### src/rtl/multichannel_gain_divider.sv
// multichannel_gain_divider
//   Buffers one reference/error amplitude pair per channel and shares a
//   single restoring divider across the channels in round-robin order.
//   Each result is the Q.F ratio reference/error. It is tagged with its
//   channel index and saturates on overflow or on a zero error.
//
//   Handshake: i_valid[c] is a fire-and-forget strobe; there is no ready.
//   A pair is captured on every edge where i_valid[c] is high. If an older
//   pair for that channel is still waiting, the new pair replaces it and
//   o_overrun[c] latches. o_valid is a one-cycle strobe, and the result
//   outputs hold their value until the next o_valid.
//
//   Optional feature macro: GAIN_DIVIDER_ROUND_EN
//     defined   - one extra quotient bit is produced, and the result is
//                 rounded half-up (one extra cycle of latency).
//     undefined - the result is truncated (floor).
module multichannel_gain_divider #(
  parameter int NUM_CHANNELS        = 2,
  parameter int CHANNEL_ID_SIZE     = 1,
  parameter int AMPLITUDE_DATA_SIZE = 16,
  parameter int QUOTIENT_SIZE       = 8,
  parameter int FRACTIONAL_SIZE     = 8
) (
  input  logic                                        i_clock,
  input  logic                                        i_reset,
  input  logic [NUM_CHANNELS-1:0]                     i_valid,
  input  logic [NUM_CHANNELS*AMPLITUDE_DATA_SIZE-1:0] i_reference,
  input  logic [NUM_CHANNELS*AMPLITUDE_DATA_SIZE-1:0] i_error,
  output logic                                        o_valid,
  output logic [CHANNEL_ID_SIZE-1:0]                  o_channel,
  output logic [QUOTIENT_SIZE-1:0]                    o_quotient,
  output logic [FRACTIONAL_SIZE-1:0]                  o_fractional,
  output logic                                        o_saturated,
  output logic                                        o_busy,
  output logic [NUM_CHANNELS-1:0]                     o_overrun
);

  localparam int A = AMPLITUDE_DATA_SIZE;
  localparam int W = QUOTIENT_SIZE + FRACTIONAL_SIZE;
  localparam int N = A + FRACTIONAL_SIZE;
`ifdef GAIN_DIVIDER_ROUND_EN
  localparam int NQ = N + 1;   // the extra bit is the rounding bit
`else
  localparam int NQ = N;
`endif
  localparam int CNT_W = $clog2(NQ + 1);
  // This is wide enough to hold any quotient next to the saturation limit.
  localparam int CW = NQ + W + 1;

  typedef enum logic [1:0] {IDLE, DIVIDE, DONE} state_t;

  state_t                     state;
  state_t                     state_next;

  logic [A-1:0]               ref_slot [NUM_CHANNELS];
  logic [A-1:0]               err_slot [NUM_CHANNELS];
  logic [NUM_CHANNELS-1:0]    pending;

  logic [CHANNEL_ID_SIZE-1:0] rr_ptr;
  logic [CHANNEL_ID_SIZE-1:0] sel;
  logic                       sel_found;
  logic [A-1:0]               sel_ref;
  logic [A-1:0]               sel_err;
  logic [NUM_CHANNELS-1:0]    grant;
  int                         arb_idx;

  logic [NQ-1:0]              dividend;
  logic [A-1:0]               divisor;
  logic [A-1:0]               rem;
  logic [NQ-1:0]              quo;
  logic [CNT_W-1:0]           cnt;

  logic [A:0]                 rem_shift;
  logic [A-1:0]               rem_diff;
  logic                       rem_ge;

  logic [NQ-1:0]              rounded;
  logic [CW-1:0]              ext;
  logic [CW-1:0]              limit;
  logic                       sat;

  assign o_busy = (state != IDLE);

  // Round-robin arbiter: find the first pending channel after the last one served.
  always_comb begin
    sel_found = 1'b0;
    sel       = '0;
    sel_ref   = '0;
    sel_err   = '0;
    grant     = '0;
    arb_idx   = 0;
    for (int i = 1; i <= NUM_CHANNELS; i++) begin
      arb_idx = int'(rr_ptr) + i;
      if (arb_idx >= NUM_CHANNELS) arb_idx = arb_idx - NUM_CHANNELS;
      for (int c = 0; c < NUM_CHANNELS; c++) begin
        if (!sel_found && (c == arb_idx) && pending[c]) begin
          sel_found = 1'b1;
          sel       = CHANNEL_ID_SIZE'(c);
          sel_ref   = ref_slot[c];
          sel_err   = err_slot[c];
          grant[c]  = (state == IDLE);
        end
      end
    end
  end

  // Pending slots: a new capture beats a consume at the same edge, and only an unconsumed overwrite counts as an overrun.
  always_ff @(posedge i_clock) begin
    if (i_reset) begin
      pending   <= '0;
      o_overrun <= '0;
      for (int c = 0; c < NUM_CHANNELS; c++) begin
        ref_slot[c] <= '0;
        err_slot[c] <= '0;
      end
    end else begin
      for (int c = 0; c < NUM_CHANNELS; c++) begin
        if (i_valid[c]) begin
          ref_slot[c] <= i_reference[c*A +: A];
          err_slot[c] <= i_error[c*A +: A];
          pending[c]  <= 1'b1;
          if (pending[c] && !grant[c]) o_overrun[c] <= 1'b1;
        end else if (grant[c]) begin
          pending[c] <= 1'b0;
        end
      end
    end
  end

  // Register the FSM state.
  always_ff @(posedge i_clock) begin
    if (i_reset) state <= IDLE;
    else         state <= state_next;
  end

  // Next state: load in IDLE, then NQ divide steps, then one result cycle.
  always_comb begin
    state_next = state;
    case (state)
      IDLE:    if (sel_found) state_next = DIVIDE;
      DIVIDE:  if (cnt == CNT_W'(NQ - 1)) state_next = DONE;
      DONE:    state_next = IDLE;
      default: state_next = IDLE;
    endcase
  end

  // One restoring step: shift in the next dividend bit, then subtract the divisor if it fits.
  always_comb begin
    rem_shift = {rem, dividend[NQ-1]};
    rem_ge    = (rem_shift >= {1'b0, divisor});
    rem_diff  = rem_shift[A-1:0] - divisor;
  end

  // Apply optional rounding, then saturate anything above the W-bit limit or any divide by zero.
  always_comb begin
`ifdef GAIN_DIVIDER_ROUND_EN
    rounded = {1'b0, quo[NQ-1:1]} + NQ'(quo[0]);
`else
    rounded = quo;
`endif
    ext            = '0;
    ext[NQ-1:0]    = rounded;
    limit          = '0;
    limit[W-1:0]   = '1;
    sat            = (divisor == '0) || (ext > limit);
  end

  // Divider datapath and result registers.
  always_ff @(posedge i_clock) begin
    if (i_reset) begin
      rr_ptr       <= CHANNEL_ID_SIZE'(NUM_CHANNELS - 1);
      dividend     <= '0;
      divisor      <= '0;
      rem          <= '0;
      quo          <= '0;
      cnt          <= '0;
      o_valid      <= 1'b0;
      o_channel    <= '0;
      o_quotient   <= '0;
      o_fractional <= '0;
      o_saturated  <= 1'b0;
    end else begin
      o_valid <= 1'b0;
      case (state)
        IDLE: begin
          if (sel_found) begin
            dividend <= NQ'(sel_ref) << (NQ - A);
            divisor  <= sel_err;
            rem      <= '0;
            quo      <= '0;
            cnt      <= '0;
            rr_ptr   <= sel;
          end
        end
        DIVIDE: begin
          rem      <= rem_ge ? rem_diff : rem_shift[A-1:0];
          quo      <= {quo[NQ-2:0], rem_ge};
          dividend <= dividend << 1;
          cnt      <= cnt + 1'b1;
        end
        DONE: begin
          o_valid     <= 1'b1;
          o_channel   <= rr_ptr;
          o_saturated <= sat;
          if (sat) {o_quotient, o_fractional} <= '1;
          else     {o_quotient, o_fractional} <= ext[W-1:0];
        end
        default: ;
      endcase
    end
  end

endmodule

### config.mk
export PLATFORM = sky130hd
export DESIGN_NAME = multichannel_gain_divider
export DESIGN_NICKNAME = d
export VERILOG_FILES = /design/src/rtl/multichannel_gain_divider.sv
export SDC_FILE = /design/constraint.sdc
export NUM_CORES = 1
export LEC_CHECK = 0
export ABC_AREA = 0
export CORE_UTILIZATION = 50
export DETAILED_ROUTE_END_ITERATION = 8
export PLACE_DENSITY = 0.73
export SETUP_SLACK_MARGIN = 0.02
export SYNTH_ARGS = -nofsm -noshare
export SYNTH_HDL_FRONTEND = slang
export SYNTH_SLANG_ARGS = --single-unit
export TNS_END_PERCENT = 1
### constraint.sdc
create_clock -name i_clock -period 4.8 [get_ports i_clock]
set_input_delay 0.72 -clock i_clock [delete_from_list [all_inputs] [get_ports i_clock]]
set_output_delay 0.72 -clock i_clock [all_outputs]
set_load 0.1 [all_outputs]
After elaboration in Yosys (flattened, before gate mapping):

Memories as Yosys holds them, arrays and structs flattened.
Index checks and enable logic that the tools add are counted.
Widths: inputs -> output; s select.

* register bits: 111
* memory bits (writable): 64
* input bits: 68
* output and inout port bits: 22
* word-level logic and storage cells: 119
* memories kept: 2

* add/subtract/negate cells: 6
* magnitude comparators: 4
* equal/unequal tests: 7
* muxes and demuxes: 52
* bitwise gates (word level): 4
* reduce and logical (&&, ||, !) cells: 28

Memory list
* err_slot: depth 2, width 16, rd ports 2, clocked after Yosys merged registers in 0, write ports 2, RTL line 56 `logic [A-1:0] err_slot [NUM_CHANNELS];`
* ref_slot: depth 2, width 16, rd ports 2, clocked after Yosys merged registers in 0, write ports 2, RTL line 55 `logic [A-1:0] ref_slot [NUM_CHANNELS];`

Operator list (number)
* $mux 16: 14
* $pmux 24 s2: 2
* $eq 2x32->1 const A: 2
* $logic_not 32->1: 2
* $mux 32: 2
* $mux 24: 2
* $pmux 16 s2: 1
* $gt 24x16->1 const B: 1
* $mux 1: 24
* $ge 17x16->1: 1
* $logic_not 16->1: 1
* $mux 8: 2
* $sub 16x16->16: 1
* $pmux 5 s2: 1
* $reduce_and 2->1: 5
* $logic_and 1x1->1: 9
* $reduce_bool 2->1: 4
* $add 5x1->5 const B: 1
* $eq 5x5->1 const B: 1
* $logic_not 1->1: 5
* $mux 5: 1
* $mux 2: 2
* $ne 2x2->1 const B: 2
* $or 1x1->1: 4
* 11 further kinds: 11

Logic depth before layout (Yosys ltp):

Gate-level depths: netlist of run 1.

* depth in word-level cells: 21
* gate-level depth with buffers: 10
* gate-level depth less buffers: 9

Least setup slack after synthesis of run 1:

OpenSTA, ideal clock, no wires.

* kind: register to register
* start point: register divisor[11]
* end point: register rem[5]
* arrival time: 2.223 ns
* required time: 4.683 ns
* setup slack: 2.460 ns
* cell stages (with the launch flop): 11
* path through: dfxtp_1 > inv_1 > ha_1 > buf_4 > and3_4 > nand4_1 > or3b_4 > o211ai_1 > buf_4 > nand2_1 > a32o_1

* cells in the longest elaborated chain, start to end: 3

RTL lines
* from (decl): RTL line 68 `logic [A-1:0] divisor;`
* from (signal assigned): RTL line 188 `divisor <= sel_err;`
* $ge 17x16->1: RTL line 150 `rem_ge = (rem_shift >= {1'b0, divisor});`
* $mux 16: RTL line 196 `rem <= rem_ge ? rem_diff : rem_shift[A-1:0];`
* $pmux 16 s2: RTL line 184 `case (state)`
* to (signal assigned): RTL line 196
* to (decl): RTL line 69 `logic [A-1:0] rem;`

Every way passes these cells.
A chain may end at the register's enable or synchronous reset.

Worst setup path in the final report of run 1:

* start point: register divisor[12]
* end point: register rem[11]

Same word-level chain as after synthesis.

==> flow_summary.ini, run 1 <==
[power_and_ir_drop]
seq_power_share_pct = 37.4
power.share.clock_pct = 29.2
ir_worst_vdd_uv = 325
power_density_of_the_placed_cells_mw_per_mm2 = 511
internal_power_w = 0.00289
swShare_pct = 35.3
power.combinational.fraction_pct = 33.4
power.net_switching_w = 0.00158
static-leakage-power_nw = 3.38

[cts]
cts_resized = 0
cts-htree-levels = 4
clk_latency_ns = 0.44
post-cts-setup-buffer-count = 0
cts_root_buf = sky130_fd_sc_hd__clkbuf_16
cts_num_sinks = 167
cts-hold-fix-buffers = 0
tritoncts_clock_tree = yes
cts.path.max_buffers = 2
cts.clk_slew.worst_paths_ns = 0.07
tritoncts.num_buffers = 17

[timing]
grt_setup_unrepaired = no
final.setup_skew_ns = 0.0121
hold_violations = 0
post-route-period-util_pct = 66.3
post-route-min-period_ns = 3.18
slew_viol_final = 0
fmaxAchievable_ghz = 0.314
timing.setup.tns_ns = 0
tightest_slew_ns = 1.13
setup_viol = 0
timing.slew.headroom_pct = 24.5
hold_ws_ns = 0.481

[detailed_routing]
drt_iter0_drc = 525
drt_pre_antenna_iters = 8
postRouteWirelength_mm = 15.4
detail_route.vias_per_cell = 5.71
drc = 0
routed-via-count = 5422
ant_nets = 0
routedWlPerCell_um = 16.2

[yosys]
mappedNetlistNets = 771
mappedNetlistArea_mm2 = 0.00718
synthDominantCellAreaShare_pct = 28.7
leading_post_synthesis_cells_by_cell_area = sky130_fd_sc_hd__dfxtp_1 29%, sky130_fd_sc_hd__edfxtp_1 27%, sky130_fd_sc_hd__and2_1 5.8%
synth_ff_type = sky130_fd_sc_hd__dfxtp_1
synth_enable_flop_cells = 64
synth.cells.most_frequent = 103 x sky130_fd_sc_hd__dfxtp_1, 95 x sky130_fd_sc_hd__nor2_1, 67 x sky130_fd_sc_hd__and2_1
syn-instance-count = 685
avgSynthCellArea_um2 = 10.5
ys.warnings.count = 0
ys_seq_elements = 167
synth_seq_area_share_pct = 55.5
yosysTopAreaCell = sky130_fd_sc_hd__dfxtp_1
cell_with_the_most_instances_after_synthesis = sky130_fd_sc_hd__dfxtp_1
share_of_flip_flops_with_an_asynchronous_set_or_reset_pct = 0
synth.distinct_cells = 61

[cells_and_area]
antenna-diode-count = 0
fraction_of_final_layout_cells_with_drive_strength_greater_than_1_pct = 6.89
layout.cell_area.non_filler_mm2 = 0.00875
area_delta_synth_final_pct = 21.8
nets = 842

[global_route]
grt_pass1_wl_mm = 25.7
grt-ovfl-total = 0
grt_antenna_before_repair = 0
groute.usage.overall_pct = 22.3
grt_max_degree = 65
vias_in_the_first_global_route = 5267

[critical_path]
path_class = flop to flop
crit_start_category = flop
worstPathRequired_ns = 5.14
worst_setup_path_end_kind = flop
cp_data_arrival_time_ns = 3.52
crit_path_max_fanout = 12

[die]
die_area_mm2 = 0.0148
chipWidth_um = 122
rows = 43
chipHeight_um = 122
floorplan.initialDensity_pct = 51.5
top_level_ports = 90
floorplan.core_area_mm2 = 0.0139

[placed_design]
post_place_cell_area_mm2 = 0.00817
hpwl_mm = 10.4
gp_routability_congestion = 0.898
portBuffers = 89

[outcome]
outcome = complete, no violations

[min_path]
hold_class = flop to flop

[job]
max-cap-violations = 0
==> metal layers <==
metal / vias to the layer above / GRT usage [%] / wire [um]
li1: 2681 / - / -
met1: 2578 / 29.6 / 7200
met4: 0 / 7.18 / 210
met5: - / 0 / 0
met2: 144 / 35.5 / 7250
met3: 19 / 5.57 / 742
==> cells in the final DEF, fill, tap and decap left out, types with 4 or more instances in the layout <==
master                            Yosys  layout
sky130_fd_sc_hd__nand3_1             16      16
sky130_fd_sc_hd__buf_4                3       9
sky130_fd_sc_hd__xor2_1               6       6
sky130_fd_sc_hd__a221oi_1             4       4
sky130_fd_sc_hd__nor3_1              25      25
sky130_fd_sc_hd__nor2b_1              7       6
sky130_fd_sc_hd__nand2b_1             4       4
sky130_fd_sc_hd__nand2_1             22      22
sky130_fd_sc_hd__nor4_1               9       9
sky130_fd_sc_hd__edfxtp_1            64      64
sky130_fd_sc_hd__inv_6                0       4
sky130_fd_sc_hd__a22o_1              38      38
sky130_fd_sc_hd__o21ai_0             14      14
sky130_fd_sc_hd__clkdlybuf4s50_1      0      88
sky130_fd_sc_hd__a222oi_1            29      29
sky130_fd_sc_hd__nand4_1             11      11
sky130_fd_sc_hd__ha_1                17      17
sky130_fd_sc_hd__a32oi_1              8       8
sky130_fd_sc_hd__inv_1               22      22
sky130_fd_sc_hd__clkbuf_16            0      17
sky130_fd_sc_hd__a211oi_1             5       5
sky130_fd_sc_hd__nor2_1              95      93
sky130_fd_sc_hd__dfxtp_1            103     103
sky130_fd_sc_hd__a21oi_1             18      18
sky130_fd_sc_hd__a21o_1               5       5
sky130_fd_sc_hd__a31oi_1              4       4
sky130_fd_sc_hd__and2_1              67      67
==> critical path, cell delays in order (launching register included) <==
cell and delay, ns:
sky130_fd_sc_hd__dfxtp_1 0.36, sky130_fd_sc_hd__inv_1 0.06, sky130_fd_sc_hd__ha_1 0.48, sky130_fd_sc_hd__and3_4 0.26
sky130_fd_sc_hd__nand4_1 0.12, sky130_fd_sc_hd__or3b_4 0.44, sky130_fd_sc_hd__o211ai_1 0.88, sky130_fd_sc_hd__nand2_1 0.25
sky130_fd_sc_hd__o21ai_0 0.25
==> sequential cells by signal (all words and copies together), names as in the netlist, 2 cells and up <==
name	count
pending	2
state	2
divisor	16
err_slot	32
rem	16
dividend	16
ref_slot	32
cnt	5
o_quotient	8
quo	24
o_overrun	2
o_fractional	8
==> area by class of cell <==
cell class | instances | area (um^2)
sequential | 167 | 3980
tap | 180 | 225
clock inverter | 14 | 135
multi-input combinational | 450 | 2930
clock buffer | 18 | 439
timing repair buffer | 98 | 953
fill | 1122 | 5190
inverter | 22 | 82.6
==> logic make-up (layout without fill, tap and decap cells) <==
kind of cell	Yosys count	count (layout)	share of synthesized area, %
compound gates	150	150	16.9
simple gates	270	270	19.0
fa+ha+maj	18	18	3.24
flops	167	167	55.5
buf+inv	68	152	3.85
mux	3	3	0.418
xor+xnor	9	9	1.10
==> path summary, 6_finish.rpt <==
kind	endpoint	cells past startpoint	slack, ns	from
hold / removal	quo[23]$_SDFFE_PP0P_	1	0.48	quo[23]$_SDFFE_PP0P_
setup / recovery	rem[11]$_SDFFE_PP0P_	8	1.62	divisor[12]$_SDFFE_PP0P_
hold reg to reg	quo[23]$_SDFFE_PP0P_	1	0.48	quo[23]$_SDFFE_PP0P_
setup reg to reg	rem[11]$_SDFFE_PP0P_	8	1.62	divisor[12]$_SDFFE_PP0P_
==> per-stage QoR <==
stage / util (%) / power, W / setup WS (ns) / std cells
after global routing: 62.8 / 0.00470 / 1.38 / 949
after floorplan: - / 0.00284 / 2.46 / 685
after global placement: 58.6 / 0.00315 / 1.79 / 917
after detailed placement: 58.6 / 0.00317 / 1.66 / 917
after CTS: 62.8 / 0.00447 / 1.63 / 949
final: 62.8 / 0.00447 / 1.62 / 949
==> power groups by stage <==
| stage | registers (W) | clock network (W) | logic, W |
|---|---|---|---|
| 5_1_grt | 0.00169 | 0.00138 | 0.00163 |
| 4_1_cts | 0.00167 | 0.00132 | 0.00148 |
| 3_5_place_dp | 0.00170 | 0 | 0.00147 |
| 2_1_floorplan | 0.00168 | 0 | 0.00116 |
| 6_report | 0.00167 | 0.00130 | 0.00149 |
| 3_3_place_gp | 0.00170 | 0 | 0.00145 |
(Power assumes the default switching activity.)
==> run 2, diff against run 1 <==
--- a/config.mk
+++ b/config.mk
@@ -8,7 +8,7 @@
 export ABC_AREA = 0
 export CORE_UTILIZATION = 50
 export DETAILED_ROUTE_END_ITERATION = 8
-export PLACE_DENSITY = 0.73
+export PLACE_DENSITY = 0.76
 export SETUP_SLACK_MARGIN = 0.02
 export SYNTH_ARGS = -nofsm -noshare
 export SYNTH_HDL_FRONTEND = slang
==> constraint.sdc (replaced) <==
create_clock -name i_clock -period 2.9 [get_ports i_clock]
set_input_delay 0.435 -clock i_clock [delete_from_list [all_inputs] [get_ports i_clock]]
set_output_delay 0.435 -clock i_clock [all_outputs]
set_load 0.1 [all_outputs]
==> run 2 against run 1 <==
Effect of this change:
- clock power up 77%
- combinational power up 70%
- wire length up 5.9%
- critical path depth is the same
- non-clock buffer count rose by 8
- critical path type unchanged
- highest routed layer unchanged
==> flow_summary.ini, run 2 (synthesis results as in run 1) <==
[cells_and_area]
antenna-diode-count = 0
reg.largest.list = err_slot: 32 flops, ref_slot: 32 flops, quo: 24 flops
fill_cells = 1090
area_delta_synth_final_pct = 22.4
fraction_of_final_layout_cells_with_drive_strength_greater_than_1_pct = 10.7
nets = 850
layout_common_cells = 103 x sky130_fd_sc_hd__dfxtp_1, 93 x sky130_fd_sc_hd__nor2_1, 67 x sky130_fd_sc_hd__and2_1
layout.cells.most_common = sky130_fd_sc_hd__dfxtp_1

[critical_path]
crit_path_max_fanout = 15
r2r_setup_slack_ns = 0.24
worst_setup_path_end_kind = flop
crit_start_category = flop
worstPathRequired_ns = 3.27
path_class = flop to flop
cp_data_arrival_time_ns = 3.03

[detailed_routing]
drt_iter0_drc = 449
routedWlPerCell_um = 17.0
drc = 0
ant_nets = 0
detail_route.vias_per_cell = 5.84
drt_pre_antenna_iters = 5
routed-via-count = 5586
postRouteWirelength_mm = 16.3

[cts]
cts_num_sinks = 167
cts.clk_slew.worst_paths_ns = 0.07
cts-htree-levels = 4
tritoncts.num_buffers = 17
cts.path.max_buffers = 2
clk_latency_ns = 0.43
cts_root_buf = sky130_fd_sc_hd__clkbuf_16
tritoncts_clock_tree = yes
cts_resized = 0
post-cts-setup-buffer-count = 0
cts-hold-fix-buffers = 0

[placed_design]
portBuffers = 89
gp_routability_congestion = 0.893
hpwl_mm = 10.9

[global_route]
grt_pass1_wl_mm = 26.0
grt_max_degree = 65
groute.usage.overall_pct = 22.7
grt_util_met1_pct = 29.6
grt.met3_usage_pct = 4.12
grt_antenna_before_repair = 0
grt-ovfl-total = 0
met2_routing_resource_usage_after_global_routing_pct = 36.8
vias_in_the_first_global_route = 5354
grt_most_used_layer = met2

[die]
floorplan.initialDensity_pct = 51.5
die_area_mm2 = 0.0148
chipHeight_um = 122
chipWidth_um = 122
top_level_ports = 90
rows = 43
floorplan.core_area_mm2 = 0.0139

[power_and_ir_drop]
ir_worst_vdd_uv = 474
static-leakage-power_nw = 3.49
power_density_of_the_placed_cells_mw_per_mm2 = 866
power_w = 0.00762

[min_path]
hold_class = primary input to flop

[timing]
fmaxAchievable_ghz = 0.376
post-route-period-util_pct = 91.8
tightest_slew_ns = 0.816
timing.slew.headroom_pct = 45.6
post-route-min-period_ns = 2.66
final.setup_skew_ns = 0.00568
setup_viol = 0
grt_setup_unrepaired = no
slew_viol_final = 0
hold_violations = 0
timing.setup.tns_ns = 0

[job]
max-cap-violations = 0

[outcome]
outcome = complete, no violations
run 2: power breakdown:
part	switching [W]	internal (W)
combinational	0.00149	0.00105
clock	0.000992	0.00131
sequential	0.000133	0.00264
run 2: per-layer routing:
layer,vias up,wire (um)
li1,2700,-
met1,2640,7170
met2,224,7890
met3,22,993
met4,0,246
met5,-,0
run 2: path summary, 6_finish.rpt:
| check | start | endpoint | depth (start not counted) |
|---|---|---|---|
| hold reg to reg | quo[23]$_SDFFE_PP0P_ | quo[23]$_SDFFE_PP0P_ | 1 |
| setup reg to reg | divisor[11]$_SDFFE_PP0P_ | rem[4]$_SDFFE_PP0P_ | 8 |
| hold / removal | i_reset | dividend[23]$_SDFFE_PP0P_ | 2 |
| setup / recovery | divisor[11]$_SDFFE_PP0P_ | rem[4]$_SDFFE_PP0P_ | 8 |
run 2: worst max-delay path: stages (launching register included):
cell,delay [ns]
sky130_fd_sc_hd__dfxtp_1,0.36
sky130_fd_sc_hd__inv_1,0.06
sky130_fd_sc_hd__ha_1,0.46
sky130_fd_sc_hd__and3_4,0.26
sky130_fd_sc_hd__nand4_1,0.13
sky130_fd_sc_hd__or3b_4,0.43
sky130_fd_sc_hd__o211a_4,0.32
sky130_fd_sc_hd__or4_1,0.51
sky130_fd_sc_hd__nand3_1,0.08
run 2: layout make-up:
class,count,area [um^2],share of cell area [%]
well taps,180,225,2.56
repair buffers,106,958,10.9
clock inverters,12,131,1.49
multi-input cells,450,2930,33.3
inverters,22,82.6,0.939
clock buffers,20,478,5.44
flip-flops and latches,167,3980,45.3
run 2: metrics by stage:
step                      instances  utilization [%]  hold WS (ns)  area [um^2]  setup WS (ns)
after floorplan                 685                -         0.444         7180          0.560
after global placement          925             58.7         0.459         8180          0.287
after detailed placement        925             58.7         0.463         8180          0.278
after CTS                       957             63.1         0.416         8790          0.251
after global routing            957             63.1         0.444         8790          0.137
final                           957             63.1         0.437         8790          0.238
